--- src/rtl/rst_seq_if.sv ---
// Memory-mapped register bus for the reset sequencer: strobe, write enable,
// write/read data and acknowledge.
interface rst_seq_if;
  logic        stb;
  logic        we;
  logic [31:0] data_in;
  logic [31:0] data_out;
  logic        ack;

  modport master (output stb, we, data_in, input data_out, ack);
  modport slave  (input stb, we, data_in, output data_out, ack);
endinterface

--- src/rtl/rst_seq.sv ---
// Reset sequencer: arbitrates button/system/watchdog/software requests into a fixed-length rst_out pulse.
// Optional button debounce filter is enabled by defining RST_SEQ_BTN_DEBOUNCE_EN.
module rst_seq #(
  parameter int RST_CYCLES = 16,
  parameter int DB_CYCLES  = 50000
) (
  input  logic      clk,
  input  logic      rst,
  input  logic      btn,
  input  logic      sys_rst_req,
  input  logic      wd_rst_req,
  rst_seq_if.slave  bus,
  output logic      rst_out
);

  localparam int CW = $clog2(RST_CYCLES + 1);
  localparam logic [CW-1:0] LAST = CW'(RST_CYCLES - 1);

  typedef enum logic [1:0] {PWR, IDLE, ASSERT, HOLDOFF} state_t;

  state_t        state;
  state_t        next_state;
  logic [CW-1:0] cnt;
  logic [CW-1:0] cnt_next;
  logic          accept;

  logic          btn_meta;
  logic          btn_sync;
  logic          btn_lvl;
  logic          btn_prev;
  logic          btn_rise;

  logic [3:0]    cause;
  logic [2:0]    mask;
  logic [15:0]   rst_cnt;
  logic [3:0]    req;
  logic          wr;
  logic          rd;
  logic          cnt_clr;
  logic          unused_data_bits;

  always_ff @(posedge clk) begin
    if (rst) begin
      btn_meta <= 1'b0;
      btn_sync <= 1'b0;
    end else begin
      btn_meta <= btn;
      btn_sync <= btn_meta;
    end
  end

`ifdef RST_SEQ_BTN_DEBOUNCE_EN
  localparam int DW = $clog2(DB_CYCLES + 1);

  logic [DW-1:0] db_cnt;
  logic          btn_filt;

  // The filtered level only follows the synchronized button after it has
  // disagreed with it for DB_CYCLES consecutive cycles.
  always_ff @(posedge clk) begin
    if (rst) begin
      db_cnt   <= '0;
      btn_filt <= 1'b0;
    end else if (btn_sync == btn_filt) begin
      db_cnt   <= '0;
    end else if (db_cnt == DW'(DB_CYCLES - 1)) begin
      db_cnt   <= '0;
      btn_filt <= btn_sync;
    end else begin
      db_cnt   <= db_cnt + 1'b1;
    end
  end

  assign btn_lvl = btn_filt;
`else
  localparam int unused_db_cycles = DB_CYCLES;

  assign btn_lvl = btn_sync;
`endif

  always_ff @(posedge clk) begin
    if (rst) btn_prev <= 1'b0;
    else     btn_prev <= btn_lvl;
  end

  assign btn_rise = btn_lvl & ~btn_prev;

  assign wr      = bus.stb & bus.we & (state != PWR);
  assign rd      = bus.stb & ~bus.we;
  assign cnt_clr = wr & bus.data_in[1];

  // Software requests bypass the mask so firmware can always force a reset.
  assign req = {wr & bus.data_in[0],
                wd_rst_req  & ~mask[2],
                sys_rst_req & ~mask[1],
                btn_rise    & ~mask[0]};

  always_comb begin
    next_state = state;
    cnt_next   = cnt;
    accept     = 1'b0;
    case (state)
      PWR: begin
        if (cnt == LAST) begin
          next_state = IDLE;
          cnt_next   = '0;
        end else begin
          cnt_next   = cnt + 1'b1;
        end
      end
      IDLE: begin
        if (req != 4'b0000) begin
          next_state = ASSERT;
          accept     = 1'b1;
          cnt_next   = '0;
        end
      end
      ASSERT: begin
        if (cnt == LAST) begin
          next_state = HOLDOFF;
          cnt_next   = '0;
        end else begin
          cnt_next   = cnt + 1'b1;
        end
      end
      HOLDOFF: begin
        if (cnt == CW'(1)) begin
          next_state = IDLE;
          cnt_next   = '0;
        end else begin
          cnt_next   = cnt + 1'b1;
        end
      end
      default: begin
        next_state = PWR;
        cnt_next   = '0;
      end
    endcase
  end

  always_ff @(posedge clk) begin
    if (rst) begin
      state   <= PWR;
      cnt     <= '0;
      rst_out <= 1'b1;
    end else begin
      state   <= next_state;
      cnt     <= cnt_next;
      rst_out <= (next_state == PWR) || (next_state == ASSERT);
    end
  end

  // An accepted request wins over a same-cycle counter clear, leaving a count of one.
  always_ff @(posedge clk) begin
    if (rst) begin
      cause   <= 4'b0000;
      mask    <= 3'b000;
      rst_cnt <= 16'h0000;
    end else begin
      if (wr) mask <= bus.data_in[10:8];
      if (accept) begin
        cause <= req;
        if (cnt_clr)                   rst_cnt <= 16'h0001;
        else if (rst_cnt != 16'hFFFF)  rst_cnt <= rst_cnt + 16'h0001;
      end else if (cnt_clr) begin
        rst_cnt <= 16'h0000;
      end
    end
  end

  assign bus.ack      = bus.stb;
  assign bus.data_out = rd ? {rst_cnt, 4'b0000, 1'b0, mask, 4'b0000, cause} : 32'h0000_0000;

  assign unused_data_bits = ^{bus.data_in[31:11], bus.data_in[7:2]};

endmodule
--- src/flat_wrapper.sv ---
// flat-port wrapper written by rule: the top's interface ports become plain ports
module rst_seq_flat 
#(
  parameter int RST_CYCLES = 16,
  parameter int DB_CYCLES  = 50000
)
  (clk, rst, btn, sys_rst_req, wd_rst_req, rst_out, bus_stb, bus_we, bus_data_in, bus_data_out, bus_ack);
  rst_seq_if bus_i ();
  input  logic clk;
  input  logic rst;
  input  logic btn;
  input  logic sys_rst_req;
  input  logic wd_rst_req;
  output logic rst_out;
  input wire logic [$bits(bus_i.stb)-1:0] bus_stb;
  input wire logic [$bits(bus_i.we)-1:0] bus_we;
  input wire logic [$bits(bus_i.data_in)-1:0] bus_data_in;
  output wire logic [$bits(bus_i.data_out)-1:0] bus_data_out;
  output wire logic [$bits(bus_i.ack)-1:0] bus_ack;
  assign bus_i.stb = bus_stb;
  assign bus_i.we = bus_we;
  assign bus_i.data_in = bus_data_in;
  assign bus_data_out = bus_i.data_out;
  assign bus_ack = bus_i.ack;
  rst_seq #(.RST_CYCLES(RST_CYCLES), .DB_CYCLES(DB_CYCLES)) u_core (.clk(clk), .rst(rst), .btn(btn), .sys_rst_req(sys_rst_req), .wd_rst_req(wd_rst_req), .bus(bus_i), .rst_out(rst_out));
endmodule
--- config.mk ---
export PLATFORM = sky130hd
export DESIGN_NAME = rst_seq_flat
export DESIGN_NICKNAME = d
export VERILOG_FILES = /design/src/rtl/rst_seq_if.sv /design/src/rtl/rst_seq.sv /design/src/flat_wrapper.sv
export SDC_FILE = /design/constraint.sdc
export NUM_CORES = 1
export LEC_CHECK = 0
export CAP_MARGIN = 20
export CORE_MARGIN = 4
export CORE_UTILIZATION = 47
export CTS_CLUSTER_SIZE = 25
export DETAILED_ROUTE_END_ITERATION = 8
export PLACE_DENSITY_LB_ADDON = 0.08
export SETUP_SLACK_MARGIN = 0.4
export SYNTH_ARGS = -nofsm -noshare
export SYNTH_HDL_FRONTEND = slang
export SYNTH_SLANG_ARGS = --single-unit
--- constraint.sdc ---
create_clock -name clk -period 2.66 [get_ports clk]
set_input_delay 0.798 -clock clk [delete_from_list [all_inputs] [get_ports clk]]
set_output_delay 0.798 -clock clk [all_outputs]
set_load 0.02 [all_outputs]
* Word level (Yosys, flattened, before mapping) *
Cells that the tools add are included.

storage, ports and cells
  bits in registers = 34
  input bits = 39

cells by class
  $add $sub $neg = 2
  reductions and logical operators = 9
  eq/ne operators = 8
  muxes and demuxes = 16
  bitwise logic cells = 14

operators with widths
  operator                                             count
  two-way mux 16 bit                                   4
  two-way mux 32 bit                                   1
  adder 16 x 1 -> 16 bit, second input constant        1
  != test 16 bit, second input constant                1
  two-way mux 5 bit                                    3
  case mux 5 bit (3 select lines)                      1
  AND 1 bit                                            9
  two-way mux 2 bit                                    4
  case mux 2 bit (4 select lines)                      1
  equality test 2 bit, second input constant           3
  nonzero test 2 bit                                   3
  adder 5 x 1 -> 5 bit, second input constant          1
  equality test 5 x 1 -> 1 bit, second input constant  1
  equality test 5 x 4 -> 1 bit, second input constant  1
  inverter 1 bit                                       5
  logical NOT 2 bit                                    2
  nonzero test 4 bit                                   1
  equality test 2 x 1 -> 1 bit, second input constant  1
  two-way mux 1 bit                                    2
  != test 2 x 1 -> 1 bit, second input constant        1
  AND reduction 2 bit                                  1
  OR reduction 2 bit                                   1
  logical OR 1 bit                                     1

* Depth between registers and ports, before layout *
  word-level depth = 8
  gate-level depth with buffers = 9
  mapped depth without buffers = 9

* Least setup slack after synthesis *
Ideal clock, no wire load.

  kind = input -> output
  from = in bus_stb
  to = out bus_data_out[10]
  path buffers = 1
  arrival = 1.465 ns
  stages = 3
  data required time = 1.862 ns
  setup slack = 0.397 ns
  cells stage by stage = nor2b_1 clkbuf_1 and2_1

on the way
  word-level cells in the longest chain between the ends = 2

ends and longest elaborated chain
  item                line                text
  start, declared     flat_wrapper.sv:15  input wire logic [$bits(bus_i.stb)-1:0] bus_stb;
  AND 1 bit           rst_seq.sv:89       assign rd = bus.stb & ~bus.we;
  two-way mux 32 bit  rst_seq.sv:172      assign bus.data_out = rd ? {rst_cnt, 4'b0000, 1'b0, mask, 4'b0000, cause} : 32'h0000_0000;
  end, declared       flat_wrapper.sv:18  output wire logic [$bits(bus_i.data_out)-1:0] bus_data_out;

Every way passes these cells.

* Final worst setup path *
  from = in bus_stb
  to = out bus_data_out[17]

The elaborated chain is that of the path after synthesis.

==> out/metrics.cfg <==
[cts]
clkLatencyLatePin_ns = 0.28
root_buffer = clkbuf_8
cts_buffer_depth = 2
cts-htree-levels = 2
clkTransAtPathRegs_ns = 0.07
cts_buffers = 5
clock-sinks = 34
postCtsHoldBufs = 0
cts_tree = built

[sta]
period_needed_ns = 2.31
drv_slew = 0
clock-skew-final_ns = 0.00550
setup_violations = 0
rsz0062_at_grt = true
finalCritPeriodShare_pct = 86.9
setup_ws_ns = 0.349
final-hold-violation-count = 0
max_freq_mhz = 433

[critical_path]
worstPathRequired_ns = 1.86
critPathKind = input port to primary output
cp.arrival_ns = 1.51
worstSetupEndpoint = bus_data_out[17]
startpoint_type = input port
r2r_slack_ns = 0.78
reg2regPathDepth = 5
reg2reg_to = u_core.rst_cnt[15]
reg2reg_from = u_core.rst_cnt[2]
end_kind = primary output
critPathMaxFanout = 6
startpoint = bus_stb

[logic_synthesis]
syn_area_mm2 = 0.00189
syn_avg_cell_area_um2 = 8.58
ys_warn_count = 0
ys_types = 41
synth_flop_cell = dfxtp_1
netlist_instances = 220
synth_seq_cells = 34
netlist_top_cells_area = dfxtp_1, and2_1, xnor2_1
yosysTopAreaCellShare_pct = 36.1
synthArstFlopShare_pct = 0
synth_edf_count = 0
yosysSeqAreaShare_pct = 36.1
synth_top_cell_by_area = dfxtp_1

[floorplanning]
die_height_um = 71.4
core_mm2 = 0.00377
initial_core_util_pct = 50.0
rows = 22
dieWidth_um = 71.4
io_pins = 73
dieArea_mm2 = 0.00509

[grt]
grt_pass1_wl_um = 7210
grt_start_max_net_pins = 16
grt_util_all_layers_pct = 17.2
overflow = 0
grt_pass1_vias = 1610
grt_antenna_before_repair = 0

[power_and_ir_drop]
seq_power_share_pct = 52.1
powerDensity_mw_per_mm2 = 381
ir_drop_mv = 0.298
combinationalPowerShare_pct = 9.0
internal_power_mw = 0.767
p_switching_mw = 0.230
p_leak_nw = 1.05
switching_share_pct = 23.0
power_frac_clock_pct = 38.9

[finish]
register_area_um2 = 681
num_antenna_cells = 0
final_common_cell = dfxtp_1
final_cells = 322
layout_common_cells = dfxtp_1, buf_6, nor2_1, and2_4, buf_4
drive_above_1_share_pct = 33.6
nFillCells = 312
syn_to_final_growth_pct = 38.7
multiInputGateArea_mm2 = 0.00115
layout.nets = 317

[placement]
port-buffer-count = 36
gp_congestion = 0.796
dp_cells = 304
place_hpwl_um = 2760
pre_cts_slack_ns = -0.553

[flow_run]
cap_violations = 0

[detailed_routing]
remaining_drc_errors = 0
drtPass1Iterations = 4
wire_per_inst_um = 13.4
drt-initial-drc-count = 77
wl_um = 4310
viasPerCell = 5.17
ant_nets = 0
vias = 1664

[min_path]
hold_path.class = register to register

[run_status]
status = finished clean

## cell usage after synthesis (2+ instances only)
master,instances
and3_1,2
nand3_1,10
a2111oi_1,3
inv_1,8
nor4_1,3
and2_1,25
buf_6,3
nand4_1,3
nand2_1,10
a2111oi_2,3
nor2_1,29
dfxtp_1,34
a22oi_1,2
o21ai_0,3
a211oi_1,5
xnor2_1,14
clkbuf_1,5
buf_2,3
ha_1,5
mux2i_1,4
a21oi_1,11
nor2b_1,7
buf_4,10
## cell families (layout without fill, tap and decap cells)
logic type / count (synthesis) / count (layout) / synth area share (%)
muxes: 4 / 4 / 2.12
and+or+nand+nor: 99 / 99 / 28.1
DFF: 34 / 34 / 36.1
other: 1 / 9 / 0.199
xor gates and xnor gates: 14 / 14 / 6.50
AOI/OAI and AO/OA: 34 / 34 / 14.5
buffers and inverters: 29 / 75 / 9.15
adders and majority gates: 5 / 5 / 3.32
## area by class of cell
type                            count  area share (%)
Sequential cell                    34            26.0
Timing Repair Buffer               59            23.0
Clock buffer                        7            3.30
Clock inverter                      1           0.191
Tap cell                           48            2.29
Multi-Input combinational cell    165            44.0
Inverter                            8            1.15
## state kept, by name (all words and copies together) (netlist names), 2 cells and up
name,flops
u_core.rst_cnt,16
u_core.cnt,5
u_core.cause,4
u_core.mask,3
u_core.state,2
## metrics by stage
step	power (mW)	cell area [um2]	TNS, ns	hold slack, ns	util, %
2_1_floorplan	0.580	1940	0	0.414	-
3_3_place_gp	0.603	2320	-12.15	0.424	61.4
3_5_place_dp	0.604	2320	-12.28	0.426	61.4
4_1_cts	1.00	2520	0	0.440	66.9
5_1_grt	1.03	2620	0	0.460	69.4
6_report	0.997	2620	0	0.434	69.4
## routing by layer
| metal | wire (um) | GRT usage [%] | vias to the layer above |
|---|---|---|---|
| met5 | 0 | 0 | - |
| met4 | 17 | 4.59 | 0 |
| met3 | 277 | 3.51 | 2 |
| met2 | 2050 | 27.2 | 52 |
| met1 | 1960 | 23.7 | 770 |
| li1 | - | - | 840 |
## critical path: stages
cell,delay (ns)
buf_8,0.07
nor2b_4,0.22
buf_6,0.16
and2_4,0.15
buf_6,0.11
## power by group through the flow
stage / Combinational (mW) / Clock (mW) / Sequential, mW
after detailed placement: 0.0729 / 0 / 0.531
after global routing: 0.0968 / 0.417 / 0.520
after CTS: 0.0847 / 0.396 / 0.519
final: 0.0894 / 0.388 / 0.519
after floorplan: 0.0504 / 0 / 0.530
after global placement: 0.0722 / 0 / 0.531
## worst min-delay path by stage
stage | start | endpoint | slack [ns] | cells after the start
after floorplan | u_core.btn_meta | u_core.btn_lvl | 0.41 | 1
after global placement | u_core.btn_meta | u_core.btn_lvl | 0.42 | 1
after detailed placement | u_core.btn_meta | u_core.btn_lvl | 0.43 | 1
after CTS | u_core.btn_meta | u_core.btn_lvl | 0.44 | 1
after global routing | u_core.btn_meta | u_core.btn_lvl | 0.46 | 1
final | u_core.btn_meta | u_core.btn_lvl | 0.43 | 1
## what timing repair did
item | CTS | global route
gates cloned | 3 | 0
resized for setup | 178 | 15
buffers inserted | 1 | 6
pin swaps | 6 | 2
endpoints found under the setup margin | 41 | 35
No activity file was read; power rests on OpenSTA's default activity.
